[src/rtl/hub75_capture.sv]
// rtl/hub75_capture.sv - HUB75 pin receiver that reassembles shifted rows and replays them as pixel writes
module hub75_capture #(
    parameter int WIDTH     = 64,
    parameter int ADDR_BITS = 5,
    parameter int COL_BITS  = 6
) (
    input  logic                 clk,
    input  logic                 reset,
    input  logic [2:0]           in_rgb0,
    input  logic [2:0]           in_rgb1,
    input  logic [ADDR_BITS-1:0] in_addr,
    input  logic                 in_blank,
    input  logic                 in_latch,
    input  logic                 in_sclk,
    output logic                 wr_en,
    output logic                 wr_half,
    output logic [ADDR_BITS-1:0] wr_row,
    output logic [COL_BITS-1:0]  wr_col,
    output logic [2:0]           wr_rgb,
    output logic                 row_done,
    output logic                 frame_done,
    output logic                 panel_blank,
    output logic                 count_err,
    output logic                 overrun
);

    localparam int CNT_BITS = COL_BITS + 1;
    localparam int SYNC_W   = 6 + ADDR_BITS + 3;
    localparam logic [CNT_BITS-1:0] W_CNT    = CNT_BITS'(WIDTH);
    localparam logic [CNT_BITS-1:0] LAST_IDX = CNT_BITS'(2 * WIDTH - 1);
    localparam logic [COL_BITS-1:0] LAST_COL = COL_BITS'(WIDTH - 1);

    typedef enum logic {IDLE, DRAIN} state_t;

    // All pins travel as one vector so every bit sees the same synchronizer delay
    logic [SYNC_W-1:0] pins, sync1, sync2;
    logic sclk_prev, latch_prev;

    logic [2:0]           s_rgb0, s_rgb1;
    logic [ADDR_BITS-1:0] s_addr;
    logic                 s_blank, s_latch, s_sclk;
    logic                 sclk_rise, latch_rise;

    assign pins = {in_rgb1, in_rgb0, in_addr, in_blank, in_latch, in_sclk};
    assign {s_rgb1, s_rgb0, s_addr, s_blank, s_latch, s_sclk} = sync2;
    assign sclk_rise  = s_sclk & ~sclk_prev;
    assign latch_rise = s_latch & ~latch_prev;

    // Two-flop synchronizer plus previous-sample registers for edge detection
    always_ff @(posedge clk) begin
        if (reset) begin
            sync1      <= '0;
            sync2      <= '0;
            sclk_prev  <= 1'b0;
            latch_prev <= 1'b0;
        end else begin
            sync1      <= pins;
            sync2      <= sync1;
            sclk_prev  <= s_sclk;
            latch_prev <= s_latch;
        end
    end

    state_t               state;
    logic [5:0]           cap_buf   [WIDTH];
    logic [5:0]           cap_next  [WIDTH];
    logic [5:0]           drain_buf [WIDTH];
    logic [CNT_BITS-1:0]  shift_cnt, cnt_next;
    logic                 store, accept;

    assign store    = sclk_rise && (shift_cnt < W_CNT);
    assign cnt_next = store ? shift_cnt + CNT_BITS'(1) : shift_cnt;
    assign accept   = latch_rise && (state == IDLE);

    // Capture buffer with this cycle's sample merged in, so a shift coincident with latch lands in the copied row
    always_comb begin
        for (int i = 0; i < WIDTH; i++) begin
            cap_next[i] = (store && shift_cnt == CNT_BITS'(i)) ? {s_rgb1, s_rgb0} : cap_buf[i];
        end
    end

    // Column capture on sclk rise; latch clears the row and hands it to the drain buffer when idle
    always_ff @(posedge clk) begin
        if (reset) begin
            shift_cnt <= '0;
            for (int i = 0; i < WIDTH; i++) begin
                cap_buf[i]   <= '0;
                drain_buf[i] <= '0;
            end
        end else begin
            shift_cnt <= latch_rise ? '0 : cnt_next;
            for (int i = 0; i < WIDTH; i++) begin
                cap_buf[i] <= latch_rise ? 6'd0 : cap_next[i];
                if (accept) begin
                    drain_buf[i] <= cap_next[i];
                end
            end
        end
    end

    logic [CNT_BITS-1:0]  drain_idx;
    logic [ADDR_BITS-1:0] drain_row;
    logic                 drain_half;
    logic [COL_BITS-1:0]  drain_col;
    logic                 last_write;

    assign drain_half = (drain_idx >= W_CNT);
    assign drain_col  = drain_half ? COL_BITS'(drain_idx - W_CNT) : drain_idx[COL_BITS-1:0];
    assign last_write = wr_en && wr_half && (wr_col == LAST_COL);

    // Drain FSM: replays half 0 then half 1 column by column; also owns status flags
    always_ff @(posedge clk) begin
        if (reset) begin
            state       <= IDLE;
            drain_idx   <= '0;
            drain_row   <= '0;
            wr_en       <= 1'b0;
            wr_half     <= 1'b0;
            wr_row      <= '0;
            wr_col      <= '0;
            wr_rgb      <= '0;
            row_done    <= 1'b0;
            frame_done  <= 1'b0;
            panel_blank <= 1'b1;
            count_err   <= 1'b0;
            overrun     <= 1'b0;
        end else begin
            panel_blank <= s_blank;
            if (latch_rise && cnt_next != W_CNT) begin
                count_err <= 1'b1;
            end
            if (latch_rise && state == DRAIN) begin
                overrun <= 1'b1;
            end
            row_done   <= last_write;
            frame_done <= last_write && (wr_row == '1);
            wr_en      <= 1'b0;
            case (state)
                IDLE: begin
                    if (latch_rise) begin
                        state     <= DRAIN;
                        drain_idx <= '0;
                        drain_row <= s_addr;
                    end
                end
                DRAIN: begin
                    wr_en     <= 1'b1;
                    wr_half   <= drain_half;
                    wr_col    <= drain_col;
                    wr_row    <= drain_row;
                    wr_rgb    <= drain_half ? drain_buf[drain_col][5:3] : drain_buf[drain_col][2:0];
                    drain_idx <= drain_idx + CNT_BITS'(1);
                    if (drain_idx == LAST_IDX) begin
                        state <= IDLE;
                    end
                end
                default: state <= IDLE;
            endcase
        end
    end

endmodule

[config.mk]
export PLATFORM = sky130hd
export DESIGN_NAME = hub75_capture
export DESIGN_NICKNAME = d
export VERILOG_FILES = /design/src/rtl/hub75_capture.sv
export SDC_FILE = /design/constraint.sdc
export NUM_CORES = 1
export LEC_CHECK = 0
export CAP_MARGIN = 10
export CORE_ASPECT_RATIO = 0.5
export CORE_MARGIN = 2
export CORE_UTILIZATION = 30
export CTS_BUF_LIST = sky130_fd_sc_hd__clkbuf_8
export DETAILED_ROUTE_END_ITERATION = 12
export PLACE_DENSITY = 0.52
export SLEW_MARGIN = 20
export SYNTH_ARGS = -nofsm -noshare
export SYNTH_HDL_FRONTEND = slang
export SYNTH_SLANG_ARGS = --single-unit
export TNS_END_PERCENT = 50
[constraint.sdc]
create_clock -name clk -period 30.4 [get_ports clk]
set_input_delay 4.56 -clock clk [delete_from_list [all_inputs] [get_ports clk]]
set_output_delay 4.56 -clock clk [all_outputs]
set_load 0.05 [all_outputs]
### Word-level counts from Yosys, hierarchy flattened

Memory sizes are Yosys's and may differ from the RTL's.
Cells that the tools add are included.

| operators by class | value |
|---|---|
| add/subtract/negate cells | 3 |
| order comparisons | 2 |
| equal/unequal tests | 68 |
| muxes and demuxes | 271 |
| bitwise operators | 133 |
| reduce and logical (&&, ||, !) cells | 74 |

Operators with widths:

| operator | count |
|---|---|
| two-way mux 6 bit | 257 |
| equality test 7 x 6 -> 1 bit (second input constant) | 32 |
| OR 1 bit | 128 |
| equality test 7 x 5 -> 1 bit (second input constant) | 16 |
| logical AND 1 bit | 71 |
| equality test 7 x 4 -> 1 bit (second input constant) | 8 |
| equality test 7 x 3 -> 1 bit (second input constant) | 4 |
| adder 7 x 1 -> 7 bit (second input constant) | 2 |
| equality test 7 x 2 -> 1 bit (second input constant) | 2 |
| two-way mux 7 bit | 2 |
| one-hot mux 7 bit (2 select lines) | 1 |
| two-way mux 1 bit | 9 |
| equality test 7 x 1 -> 1 bit (second input constant) | 1 |
| equality test 7 bit (second input constant) | 1 |
| >= comparator 7 bit (second input constant) | 1 |
| logical NOT 7 bit | 1 |
| less-than comparator 7 bit (second input constant) | 1 |
| != test 7 bit (second input constant) | 1 |
| equality test 6 bit (second input constant) | 1 |
| subtractor 6 x 1 -> 6 bit (second input constant) | 1 |
| equality test 5 bit (second input constant) | 1 |
| two-way mux 3 bit | 1 |
| NOT 1 bit | 3 |
| bitwise AND 1 bit | 2 |
| other kinds (4) | 4 |

| storage, ports and cells | value |
|---|---|
| flip-flop bits (word level) | 71 |
| memory bits (writable) | 768 |
| input bits | 16 |
| output and inout port bits | 21 |
| logic and storage cells | 571 |
| memories kept | 2 |

Memories:

| memory | words | bits a word | rd ports | clocked after Yosys merged registers in | write ports | RTL line | source |
|---|---|---|---|---|---|---|---|
| cap_buf | 64 | 6 | 64 | 0 | 64 | 65 | `logic [5:0] cap_buf [WIDTH];` |
| drain_buf | 64 | 6 | 1 | 0 | 64 | 67 | `logic [5:0] drain_buf [WIDTH];` |

### Longest topological paths before layout

| logic depth | value |
|---|---|
| depth after elaboration | 7 |
| depth in mapped cells | 10 |
| depth with buffers taken out | 8 |

### Least setup slack after synthesis

OpenSTA, ideal clock, no wires.

| timing | value |
|---|---|
| path type | input -> register |
| from | input port reset |
| to | register with a tool-made name |
| setup time | 0.563 ns |
| arrival time | 14.279 ns |
| data required time | 29.837 ns |
| path slack | 15.558 ns |
| cell stages on the path | 3 |
| path buffers | 1 |
| cell sequence | clkbuf_1 nand2b_1 nor2_1 |

RTL lines:

| item | RTL line | source |
|---|---|---|
| start, declared | 8 | `input logic reset,` |

==> summary.txt <==
Floorplan
  – Number of top-level pins: 37
  – Die Wd: 472 um
  – Die height: 238 um
  – Die ar.: 0.112 mm^2
  – Initial Util: 30.4%
  – CORE AREA: 0.108 mm^2
  – Row cnt: 85

CTS
  – CTS root buffer: clkbuf_8
  – Clock sink count: 845
  – CTS Buffer Depth: 3
  – CTS tree: done
  – Post_cts resized: 0
  – CTS Hold Bufs: 0
  – Clk slew on worst S/H paths: 0.06 ns
  – H-tree depth: 4
  – Postcts setup bufs: 0
  – CTS Buf Count: 135
  – Clock Latency Late Sink: 0.79 ns

Critical path
  – Critical Path RT: 30.78 ns
  – Startpoint Class: input port
  – CP max FO: 182
  – Worst EP arrival: 7.99 ns
  – Setup crit end kind: flip-flop
  – Crit Path Class: in2reg

Cells and area
  – Layout cells sized above 1: 11.0%
  – Synthesis-to-finish area growth: 12.0%
  – Nets: 2714

STA
  – Post-route setup slack: 22.79 ns
  – Final hold violation count: 0
  – Slew Limit Fails: 0
  – Setup_tns: 0 ns
  – Final setup viols: 0
  – Final Cycle Share: 25.0%
  – Min Clock Period, post-route: 7.61 ns
  – Max_slew headroom: 23.3%
  – Fmax: 131 MHz
  – RSZ-0062 raised after global routing: no
  – Worst slew pin tran: 1.15 ns
  – Setup Skew: 0.0224 ns

Global route
  – Pin count of the biggest net entering global routing: 211
  – Global-route wire length before repair: 122000 um
  – GRT Residual Overflow: 0
  – GRT Total Usage: 14.3%
  – Vias in the first global route: 20200
  – Antenna violations before repair: 2

Power and ir drop
  – Seq pwr share: 55.8%
  – Switching pwr: 0.502 mW
  – Comb pwr share: 3.9%
  – Pleak: 15.0 nW
  – Maximum vdd drop: 0.0324 mV
  – Clock share of power: 40.3%
  – Switching Fraction: 22.9%
  – Pwr Density: 59.7 mW/mm^2
  – Power Internal: 1.69 mW

Worst hold path
  – Min-delay worst type: reg2reg

Routing
  – WL/cell: 18.8 um
  – Final antenna-violating net count: 0
  – # DRC: 0
  – Via count: 19700
  – DR iter-0 viols: 1309
  – Routed vias/inst: 4.66
  – Pre-Repair DR Iteration Count: 5
  – Drt total wl: 79400 um

Run status
  – Status: finished clean

Synthesis
  – Mux share of post-synthesis cell area: 18.6%
  – Post-synthesis simple-gate area fraction: 12.8%
  – FF+latch count, synth: 845
  – Post-synth EDFFs: 384
  – Yosys top cell by area: edfxtp_1
  – Synth Area in Adders: 0.229%
  – Seq/Total Area, Yosys: 63.2%
  – Leading post-synthesis cells by cell area: edfxtp_1 (35%), dfxtp_1 (28%), mux2i_1 (13%)
  – Post-synthesis instance total: 2692
  – Largest family of logic cells by synthesized area: multiplexers
  – Synthesis Warnings: 0
  – Mapped Area: 0.0328 mm^2
  – Area share of the leading cell type in the synthesized netlist: 35.1%
  – Synth Area in Compound Gates: 2.16%
  – Top FF cell, synth: dfxtp_1
  – Mean post-synth cell area: 12.2 um^2
  – Yosys cell types: 54
  – Synth Area in XOR/XNOR: 0.213%
  – Async SR Flop Fraction: 0%
  – Post-synthesis net count: 2714

Job
  – Number of max-cap violations: 0

Place
  – IO buf count: 36
  – Detailed Place HPWL: 44200 um
  – Gpl congestion: 0.766
  – Place WS: 21.88 ns
metrics by stage:
step	instance area (um^2)	utilization, %	power, mW	hold WS (ns)	instances
finish	36800	34.0	2.19	0.421	4230
global route	36800	34.0	2.28	0.445	4230
CTS	36800	34.0	2.23	0.418	4229
detailed placement	34400	31.8	1.34	0.396	3990
global placement	34400	31.8	1.34	0.394	3990
floorplan	32800	-	1.32	0.389	2692
metal layers:
metal / vias up / global-route usage [%] / share of wire, %
met3: 126 / 3.00 / 4.7
met5: - / 0 / 0.018
met4: 2 / 4.84 / 2.1
met1: 9866 / 19.5 / 47
met2: 379 / 22.6 / 46
li1: 9327 / - / -
Yosys cell counts (2+ instances only):
cell type and number:
edfxtp_1 384, buf_1 8, a311o_1 3, nand2_2 12, nand4_2 2, clkbuf_1 148, nand4_1 3, a32oi_1 2
a22oi_1 28, nor2_1 806, and2_1 13, a21oi_1 30, nor2b_1 44, a22o_1 7, nand2b_1 10, ha_1 6
a221oi_1 3, nand2_1 75, buf_2 25, o21ai_0 4, o31ai_1 2, buf_6 4, or2_2 2, nand3_1 15
xnor2_1 3, a211oi_1 7, inv_1 8, and3_1 7, nor2_2 10, a31oi_1 6, o211ai_1 2, nor3_1 8
and2_0 3, buf_12 3, mux2i_1 421, dfxtp_1 461, mux4_2 84, buf_4 11, o21bai_1 3, xor2_1 5
logic make-up (layout without fill, tap and decap cells):
group,after synthesis,count (layout)
AOI/OAI and AO/OA,102,102
xor gates and xnor gates,8,8
adders and majority gates,6,6
buffers and inverters,207,309
DFF,845,845
muxes,505,505
other,0,1
and+or+nand+nor,1019,1019
cell type report:
cell class / instances / area, um^2
timing repair buffer: 62 / 592
antenna: 1 / 2.50
clock buffer: 149 / 2050
clock inverter: 90 / 373
sequential: 845 / 20800
multi-input combinational: 1640 / 11200
fill: 10800 / 71300
tap: 1435 / 1800
inverter: 8 / 30.0
placed cells by master, fill, tap and decap left out, types with 4 or more instances in the layout:
master           count
clkinv_1             7
clkdlybuf4s50_1     35
edfxtp_1           384
nand2_1             74
nand2_2             12
dfxtp_2              7
mux2i_1            421
nor3_1               8
clkbuf_8           150
a22oi_1             28
a21oi_1             30
mux4_2              84
and2_1              13
nor2_1             806
a22o_1               7
buf_4               22
xor2_1               5
ha_1                 6
nand3_1             15
a211oi_1             7
a31oi_1              6
inv_1               87
nor2b_1             44
o21ai_0              4
nand2b_1             8
and3_1               7
nor2_2              10
dfxtp_1            452
registers in the layout, summed over array words and instances (netlist names), 3 cells and up, named ones only:
register / count
wr_rgb: 3
wr_row: 5
sync1: 14
sync2: 14
shift_cnt: 7
drain_row: 5
wr_col: 6
cap_buf: 384
drain_idx: 7
drain_buf: 384
worst max-delay path: stages:
cell	delay, ns
clkbuf_8	0.56
nand2b_4	0.88
buf_4	0.91
buf_12	0.73
final timing paths:
kind / end / slack [ns] / depth (start not counted) / from
hold / removal: panel_blank$_SDFF_PP1_ / 0.42 / 1 / sync2[2]$_SDFF_PP0_
setup / recovery: drain_buf[46][0]$_SDFFCE_PP0P_ / 22.79 / 4 / reset
setup reg to reg: drain_buf[46][0]$_SDFFCE_PP0P_ / 25.74 / 5 / sync2[1]$_SDFF_PP0_
hold reg to reg: panel_blank$_SDFF_PP1_ / 0.42 / 1 / sync2[2]$_SDFF_PP0_
power by group through the flow:
stage | registers [mW] | clock network [mW] | logic [mW]
6_report | 1.22 | 0.885 | 0.0859
3_5_place_dp | 1.25 | 0 | 0.0876
3_3_place_gp | 1.25 | 0 | 0.0871
5_1_grt | 1.23 | 0.965 | 0.0924
2_1_floorplan | 1.26 | 0 | 0.0590
4_1_cts | 1.22 | 0.914 | 0.0878
No activity file was read; power rests on OpenSTA's default activity.
